`src/rtl/ring_evt_seq.sv`:
```
// ring_evt_seq: waits for an event in every channel's L1A buffer, drains each ring
// in channel order into the event FIFO under back-pressure, then retires the event.
module ring_evt_seq #(
    parameter int NCHAN = 6,
    parameter int WPS   = 16,
    parameter int TMO   = 255
) (
    input  logic             CLK,
    input  logic             RST,
    input  logic [6:0]       SAMP_MAX,
    input  logic [NCHAN-1:0] L1A_BUF_MT,
    input  logic [NCHAN-1:0] RING_AMT,
    input  logic             EVT_BUF_AFL,
    output logic [NCHAN-1:0] LD_ADDR,
    output logic [NCHAN-1:0] RD,
    output logic [NCHAN-1:0] NXT_L1A,
    output logic [2:0]       CH_SEL,
    output logic             EVT_DONE,
    output logic             BUSY,
    output logic [15:0]      EVT_CNT,
    output logic             SKEW_ERR,
    output logic [2:0]       STATE
);
    localparam logic [2:0] S_IDLE = 3'd0;
    localparam logic [2:0] S_LOAD = 3'd1;
    localparam logic [2:0] S_READ = 3'd2;
    localparam logic [2:0] S_NEXT = 3'd3;
    localparam logic [2:0] S_POP  = 3'd4;
    localparam logic [2:0] S_GAP  = 3'd5;
    localparam logic [11:0] WPS_W = 12'(WPS);
    localparam logic [7:0]  TMO_W = 8'(TMO);
    localparam logic [NCHAN-1:0] ONE = {{(NCHAN-1){1'b0}}, 1'b1};

    logic [2:0]  state_q, state_d;
    logic [2:0]  ch_q, ch_d;
    logic [11:0] wcnt_q, wcnt_d;
    logic [11:0] total_q, total_d;
    logic [7:0]  skew_q, skew_d;
    logic        skew_err_q, skew_err_d;
    logic [15:0] evt_cnt_q, evt_cnt_d;
    logic        all_rdy, partial, rd_en, last_word, last_ch;
    logic [NCHAN-1:0] ch_oh;

    always_comb begin
        all_rdy    = L1A_BUF_MT == '0;
        partial    = !all_rdy && (L1A_BUF_MT != '1);
        rd_en      = (state_q == S_READ) && !RING_AMT[ch_q] && !EVT_BUF_AFL;
        last_word  = wcnt_q == total_q - 12'd1;
        last_ch    = ch_q == 3'(NCHAN - 1);
        ch_oh      = ONE << ch_q;
        state_d    = state_q;
        ch_d       = ch_q;
        wcnt_d     = wcnt_q;
        total_d    = total_q;
        evt_cnt_d  = evt_cnt_q;
        case (state_q)
            S_IDLE: if (all_rdy && !EVT_BUF_AFL) begin
                total_d = {5'd0, SAMP_MAX} * WPS_W;
                ch_d    = '0;
                state_d = S_LOAD;
            end
            S_LOAD: begin
                wcnt_d  = '0;
                state_d = (total_q == '0) ? S_NEXT : S_READ;
            end
            S_READ: if (rd_en) begin
                wcnt_d  = wcnt_q + 12'd1;
                state_d = last_word ? S_NEXT : S_READ;
            end
            S_NEXT: begin
                state_d = last_ch ? S_POP : S_LOAD;
                ch_d    = last_ch ? ch_q : ch_q + 3'd1;
            end
            S_POP: begin
                evt_cnt_d = evt_cnt_q + 16'd1;
                state_d   = S_GAP;
            end
            default: state_d = S_IDLE;
        endcase
        // saturate so a long skew cannot wrap the counter back under the threshold
        skew_d     = (state_q == S_IDLE && partial) ? ((skew_q == TMO_W) ? skew_q : skew_q + 8'd1) : '0;
        skew_err_d = skew_err_q | (skew_d == TMO_W);
    end

    always_ff @(posedge CLK) begin
        if (RST) begin
            state_q    <= S_IDLE;
            ch_q       <= '0;
            wcnt_q     <= '0;
            total_q    <= '0;
            skew_q     <= '0;
            skew_err_q <= 1'b0;
            evt_cnt_q  <= '0;
        end else begin
            state_q    <= state_d;
            ch_q       <= ch_d;
            wcnt_q     <= wcnt_d;
            total_q    <= total_d;
            skew_q     <= skew_d;
            skew_err_q <= skew_err_d;
            evt_cnt_q  <= evt_cnt_d;
        end
    end

    assign LD_ADDR  = (state_q == S_LOAD) ? ch_oh : '0;
    assign RD       = rd_en ? ch_oh : '0;
    assign NXT_L1A  = (state_q == S_POP) ? '1 : '0;
    assign EVT_DONE = state_q == S_POP;
    assign BUSY     = state_q != S_IDLE;
    assign CH_SEL   = ch_q;
    assign EVT_CNT  = evt_cnt_q;
    assign SKEW_ERR = skew_err_q;
    assign STATE    = state_q;
endmodule

```
`config.mk`:
```
export PLATFORM = sky130hd
export DESIGN_NAME = ring_evt_seq
export DESIGN_NICKNAME = d
export VERILOG_FILES = /design/src/rtl/ring_evt_seq.sv
export SDC_FILE = /design/constraint.sdc
export NUM_CORES = 1
export LEC_CHECK = 0
export CAP_MARGIN = 20
export CORE_ASPECT_RATIO = 1.4
export CORE_MARGIN = 10
export CORE_UTILIZATION = 50
export CTS_CLUSTER_SIZE = 20
export DETAILED_ROUTE_END_ITERATION = 16
export PLACE_DENSITY = 0.91
export SYNTH_ARGS = -nofsm -noshare
export SYNTH_HDL_FRONTEND = slang
export SYNTH_SLANG_ARGS = --single-unit
```
`constraint.sdc`:
```
create_clock -name CLK -period 3.1 [get_ports CLK]
set_clock_uncertainty 0.1 [all_clocks]
set_input_delay 0.465 -clock CLK [delete_from_list [all_inputs] [get_ports CLK]]
set_output_delay 0.465 -clock CLK [all_outputs]
set_load 0.005 [all_outputs]
```
# Yosys cells after proc, flatten, opt, wreduce, memory -nomap -nowiden
# Cells that the tools add are included.
[classes]
add_sub_neg = 5
order_cmp = 1
n_eq_ne = 12
shift = 1
n_mux = 18
n_bitwise = 1
reduce_logical = 18
[ops]
columns = ["operator", "n"]
rows = [
  ["$pmux 12 s2", 1],
  ["$mux 6", 3],
  ["$add 16x1->16 const B", 1],
  ["$eq 8x8->1 const B", 2],
  ["$mux 8", 2],
  ["$mux 3", 5],
  ["$pmux 3 s5", 1],
  ["$add 12x1->12 const B", 1],
  ["$eq 12x12->1", 1],
  ["$logic_not 12->1", 1],
  ["$mux 12", 1],
  ["$sub 11x1->12 const B", 1],
  ["$add 8x1->8 const B", 1],
  ["$eq 3x2->1 const B", 2],
  ["$eq 3x3->1 const B", 2],
  ["$logic_not 6->1", 1],
  ["$ne 2x2->1 const B", 3],
  ["$ne 6x6->1 const B", 1],
  ["$pmux 3 s2", 1],
  ["$reduce_and 2->1", 3],
  ["$shl 1x3->6 const A", 1],
  ["$logic_and 1x1->1", 5],
  ["$lt 3x4->1 const B", 1],
  ["$reduce_bool 2->1", 2],
  ["other kinds (9)", 13],
]
[totals]
reg_bits = 50
input_bits = 22
out_inout_bits = 43
wordCells = 63

# Longest topological paths before layout
[depth]
word_depth = 7
mapped_depth = 8
depth_no_buf = 7

# Worst setup path after synthesis
# Ideal clock, no wire load.
[synth_timing]
kind = "register to register"
startpoint = "register total_q[4]"
endpoint = "register state_q[0], in the netlist STATE[0]"
setup_time_ps = 88
arrival_ps = 1911
t_required_ps = 2912
path_slack_ps = 1001
stages_incl_launch_ff = 8
n_path_buf = 0
synth_period_minus_slack_ps = 2099
cell_sequence = "dfxtp_1 inv_1 ha_1 xor2_1 nand2_1 or4_1 o31a_1 nor4_2"
[synth_via]
elab_chain_cells = 5
elab_cells_between_ends = 7
cone_classes = "add/sub: 1; eq/ne: 1; mux: 4; reduce/logical: 1"
[synth_rtl]
columns = ["element", "line_no", "source"]
rows = [
  ["from (decl)", "37", "logic [11:0] total_q, total_d;"],
  ["from (signal assigned)", "98", "total_q <= total_d;"],
  ["$sub 11x1->12", "48", "last_word = wcnt_q == total_q - 12'd1;"],
  ["$eq 12x12->1", "48", ""],
  ["$mux 1", "68", "state_d = last_word ? S_NEXT : S_READ;"],
  ["$mux 3", "66", "S_READ: if (rd_en) begin"],
  ["$pmux 3 s5 (*)", "56", "case (state_q)"],
  ["to (signal assigned)", "95", "state_q <= state_d;"],
  ["to (decl)", "34", "logic [2:0] state_q, state_d;"],
]
# Mark *: on every way between the ends. The rest lies on a longest branch, timed or not. The select of a mux whose other input is x is not followed.
# A chain may end at the register's enable or synchronous reset.

# Worst setup path after layout
[layout_timing]
startpoint = "register state_q[1], in the netlist STATE[1]"
endpoint = "output port RD[2]"
[layout_via]
elab_chain_cells = 4
[layout_rtl]
columns = ["element", "line_no", "source"]
rows = [
  ["$eq 3x2->1", "47", "rd_en = (state_q == S_READ) && !RING_AMT[ch_q] && !EVT_BUF_AFL;"],
  ["$logic_and 1x1->1 (2 in series)", "47", ""],
  ["$mux 6", "106", "assign RD = rd_en ? ch_oh : '0;"],
  ["to (decl)", "15", "output logic [NCHAN-1:0] RD,"],
]
# Every way passes these cells.

==> metrics.txt <==
# TYPE chip_impl_metric gauge
chip_impl_info{name="outcome",value="complete, no violations"} 1
chip_impl_metric{name="clockBufferDepth",unit=""} 2
chip_impl_metric{name="finalCritPeriodShare",unit=""} 0.963
chip_impl_info{name="synthTopCellsByArea",value="dfxtp_1 (35%), nor2_1 (8.0%), xnor2_1 (5.4%)"} 1
chip_impl_info{name="holdCritStartpoint",value="SKEW_ERR$_SDFF_PP0_"} 1
chip_impl_metric{name="ant_nets",unit=""} 0
chip_impl_metric{name="finalMaxSlewViolations",unit=""} 0
chip_impl_info{name="timing.rr.start",value="total_q[4]$_SDFFE_PP0P_"} 1
chip_impl_metric{name="detailedPlacementHpwl",unit="microns"} 6050
chip_impl_metric{name="arrival",unit="ps"} 2420
chip_impl_metric{name="area_growth",unit="%"} 26.6
chip_impl_metric{name="placeableCoreArea",unit="sq mm"} 0.00557
chip_impl_info{name="timing.critical_path.from_type",value="flip-flop"} 1
chip_impl_metric{name="route.detailed.vias_per_inst",unit=""} 5.72
chip_impl_metric{name="final_cell_count_no_fill",unit=""} 482
chip_impl_metric{name="die-area",unit="sq mm"} 0.00929
chip_impl_info{name="ctsRootBufferMaster",value="clkbuf_8"} 1
chip_impl_metric{name="holdBufCountCts",unit=""} 0
chip_impl_metric{name="synth.yosys.seq_area_share",unit=""} 0.345
chip_impl_metric{name="synth_nets",unit=""} 390
chip_impl_info{name="cp_slowest_cell",value="dfxtp_1"} 1
chip_impl_metric{name="number_of_drc_violations_after_detailed_routing_iteration_0",unit=""} 223
chip_impl_metric{name="grt_overflow_total",unit=""} 0
chip_impl_info{name="dominantRegCellSynth",value="dfxtp_1"} 1
chip_impl_metric{name="worst_pin_slew",unit="ps"} 642
chip_impl_metric{name="drc",unit=""} 0
chip_impl_metric{name="row_count",unit=""} 32
chip_impl_metric{name="setup_violations",unit=""} 0
chip_impl_metric{name="postCtsResizedCells",unit=""} 0
chip_impl_metric{name="worstRegToRegCells",unit=""} 7
chip_impl_metric{name="async_flop_share",unit=""} 0
chip_impl_metric{name="timing.final.crit_period",unit="ps"} 2980
chip_impl_metric{name="first_pass_detailed_route_iteration_total",unit=""} 4
chip_impl_metric{name="worst-r2r-setup-slack",unit="ps"} 810
chip_impl_info{name="yosysTopAreaCell",value="dfxtp_1"} 1
chip_impl_metric{name="synth_edf_count",unit=""} 0
chip_impl_info{name="hold_class",value="reg -> reg"} 1
chip_impl_metric{name="netlist_area",unit="sq mm"} 0.00290
chip_impl_metric{name="wirelength",unit="microns"} 7810
chip_impl_metric{name="hold_violations",unit=""} 0
chip_impl_metric{name="critPathRequiredTime",unit="ps"} 2530
chip_impl_info{name="critPathCaptureType",value="primary output"} 1
chip_impl_info{name="rr_endpoint",value="STATE[0]$_SDFFE_PP0P_"} 1
chip_impl_metric{name="power.density",unit="mW/mm^2"} 316
chip_impl_info{name="cp_cell_sequence",value="nor3b_4, o211ai_2, or2_1, nor2_1, clkdlybuf4s50_1"} 1
chip_impl_metric{name="detail_route.wl_per_cell",unit="microns"} 16.2
chip_impl_metric{name="finalHoldWorstSlack",unit="ps"} 391
chip_impl_metric{name="grt_first_pass_wirelength",unit="microns"} 13100
chip_impl_metric{name="final_layout_size_suffix_gt1_frac",unit=""} 0.0628
chip_impl_metric{name="final_util",unit=""} 0.660
chip_impl_info{name="hold_path_end",value="SKEW_ERR$_SDFF_PP0_"} 1
chip_impl_metric{name="gp_congestion",unit=""} 0.908
chip_impl_metric{name="initial_utilization",unit=""} 0.521
chip_impl_metric{name="max_stage_delay",unit="ps"} 560
chip_impl_metric{name="grt_start_max_net_pins",unit=""} 19
chip_impl_metric{name="fin_setup_tns",unit="ps"} 0
chip_impl_metric{name="highest_fanout_seen_on_the_critical_path",unit=""} 11
chip_impl_metric{name="insertedDiodeCount",unit=""} 0
chip_impl_metric{name="post_synth_inst_count",unit=""} 358
chip_impl_metric{name="floorplan.die.width",unit="microns"} 84.4
chip_impl_metric{name="num_vias",unit=""} 2757
chip_impl_metric{name="fmaxAchievable",unit="MHz"} 335
chip_impl_metric{name="timing.slew.headroom",unit=""} 0.569
chip_impl_metric{name="cts.htree.levels",unit=""} 2
chip_impl_info{name="critical_path_class",value="reg -> out"} 1
chip_impl_metric{name="io-pin-count",unit=""} 65
chip_impl_metric{name="finalWorstSetupSlack",unit="ps"} 116
chip_impl_metric{name="whs_path_depth",unit=""} 2
chip_impl_metric{name="cts_made_buffers",unit=""} 5
chip_impl_metric{name="synth-warning-count",unit=""} 0
chip_impl_metric{name="vdd_ir_drop_max",unit="mV"} 0.259
chip_impl_metric{name="post_cts_buffers",unit=""} 0
chip_impl_metric{name="track_usage",unit=""} 0.167
chip_impl_metric{name="clkSinkCount",unit=""} 50
chip_impl_metric{name="number_of_antenna_violations_at_the_first_check_in_global_routing",unit=""} 0
chip_impl_metric{name="leakage",unit="nW"} 1.24
chip_impl_metric{name="netlist.area_leader.share",unit=""} 0.345
chip_impl_metric{name="final_nets",unit=""} 445
chip_impl_metric{name="first_global_vias",unit=""} 2725
chip_impl_metric{name="die_height",unit="microns"} 110
chip_impl_metric{name="syn-mean-instance-area",unit="sq um"} 8.10
chip_impl_info{name="cts_tree",value="built"} 1
chip_impl_metric{name="post-place-ws",unit="ps"} 257
chip_impl_metric{name="ys_types",unit=""} 55
chip_impl_metric{name="insertion_delay",unit="ps"} 310
chip_impl_info{name="rsz_0062_raised_after_global_routing",value="no"} 1
chip_impl_metric{name="port_buffers",unit=""} 64
chip_impl_metric{name="postSynthRegisterBits",unit=""} 50
chip_impl_metric{name="maxCapViolCount",unit=""} 0
chip_impl_metric{name="clock_pin_slew_on_the_worst_setup_and_hold_paths",unit="ps"} 90
chip_impl_metric{name="placed_cells",unit=""} 474
## cell families (layout without fill, tap and decap cells)
kind of cell,count (synthesis),after routing,share of synthesized area
buffers and inverters,38,94,0.0591
flip-flops,50,50,0.345
AO/OA/AOI/OAI,41,41,0.101
XOR/XNOR,30,30,0.0906
adder cells (fa/ha/maj),10,10,0.0431
multiplexers,16,16,0.0556
AND/OR/NAND/NOR,173,173,0.306
## report_power, final
part	leakage, nW	internal (mW)	switching, mW
clock network	0.0544	0.205	0.218
logic	0.787	0.0446	0.0390
registers	0.403	0.647	0.00569
total	1.24	0.896	0.263
## worst max-delay path, delay by kind of cell (launching register included)
kind / cells / cell delay, ps
buffers and inverters: 1 / 530
flip-flops: 1 / 560
AND/OR/NAND/NOR: 3 / 880
AO/OA/AOI/OAI: 1 / 130
## metrics by stage
stage          power (mW)  instance area [sq um]
5_1_grt              1.20                   3670
4_1_cts              1.17                   3670
6_report             1.16                   3670
3_5_place_dp        0.750                   3570
3_3_place_gp        0.746                   3570
2_1_floorplan       0.706                   2900
## how the worst max path moves through the flow
stage	startpoint	end	slack (ps)	cells past startpoint
after global placement	RING_AMT[5]	RD[1]	340	6
final	STATE[1]$_SDFFE_PP0P_	RD[2]	120	5
after floorplan	total_q[4]$_SDFFE_PP0P_	STATE[0]$_SDFFE_PP0P_	1000	7
after CTS	STATE[1]$_SDFFE_PP0P_	RD[2]	130	5
after detailed placement	RING_AMT[5]	RD[2]	260	6
after global routing	STATE[1]$_SDFFE_PP0P_	RD[2]	3	5
## per-layer routing
| layer | up-vias | GRT usage | share of wire | wire length [microns] |
|---|---|---|---|---|
| met5 | - | 0 | 0 | 0 |
| met4 | 0 | 0.0507 | 0.015 | 121 |
| met3 | 9 | 0.0463 | 0.058 | 452 |
| met2 | 75 | 0.313 | 0.52 | 4070 |
| met1 | 1322 | 0.180 | 0.41 | 3170 |
| li1 | 1351 | - | - | - |
## sequential cells by signal, indices dropped and copies added, names as in the netlist
| register | flops |
|---|---|
| total_q | 7 |
| STATE | 3 |
| SKEW_ERR | 1 |
| wcnt_q | 12 |
| CH_SEL | 3 |
| EVT_CNT | 16 |
| skew_q | 8 |
## synthesized netlist by cell type, types with 2 or more instances
cell type   n
o21ai_1     2
o211ai_1    4
buf_4       6
mux2i_1    15
o21ai_0     5
or2_2       3
a211oi_1    2
and3_1      4
or4_1       3
nor2b_1     2
nand4_1     8
clkbuf_1   10
a31oi_1     2
nor4_1      8
or3b_1      3
dfxtp_1    50
o22ai_1     3
and2_1      3
xnor2_1    18
nor3_1     14
o41ai_1     2
a21oi_1     9
or3_1       5
nand2_1    26
nor2_1     62
nand3b_1    3
xor2_1     12
nand3_1    11
buf_2       5
or2_1       6
inv_1      16
nand2b_1    4
ha_1       10
## final cells by class
class / instances / area (sq um)
multi-input cells: 270 / 1730
inverters: 16 / 60.1
fillers: 450 / 1890
clock buffers: 7 / 96.3
repair buffers: 70 / 686
flip-flops and latches: 50 / 1000
clock inverters: 1 / 8.76
well taps: 68 / 85.1
## cell usage in the layout (no fill, tap or decap), drive strengths merged, types with 3 or more instances in the layout
master         instances
or3b                   4
buf                    6
nand3b                 3
or3                    5
nand4                  8
ha                    10
inv                   16
o211ai                 5
o22ai                  3
nand2b                 4
clkbuf                 7
and2                   3
or4                    3
or2                    9
and3                   4
a21oi                  9
nor3                  15
nor4                   9
xor2                  12
mux2i                 15
nor2                  62
clkdlybuf4s50         64
xnor2                 18
nand3                 11
dfxtp                 50
nand2                 26
o21ai                  7
No activity file was read; power rests on OpenSTA's default activity.
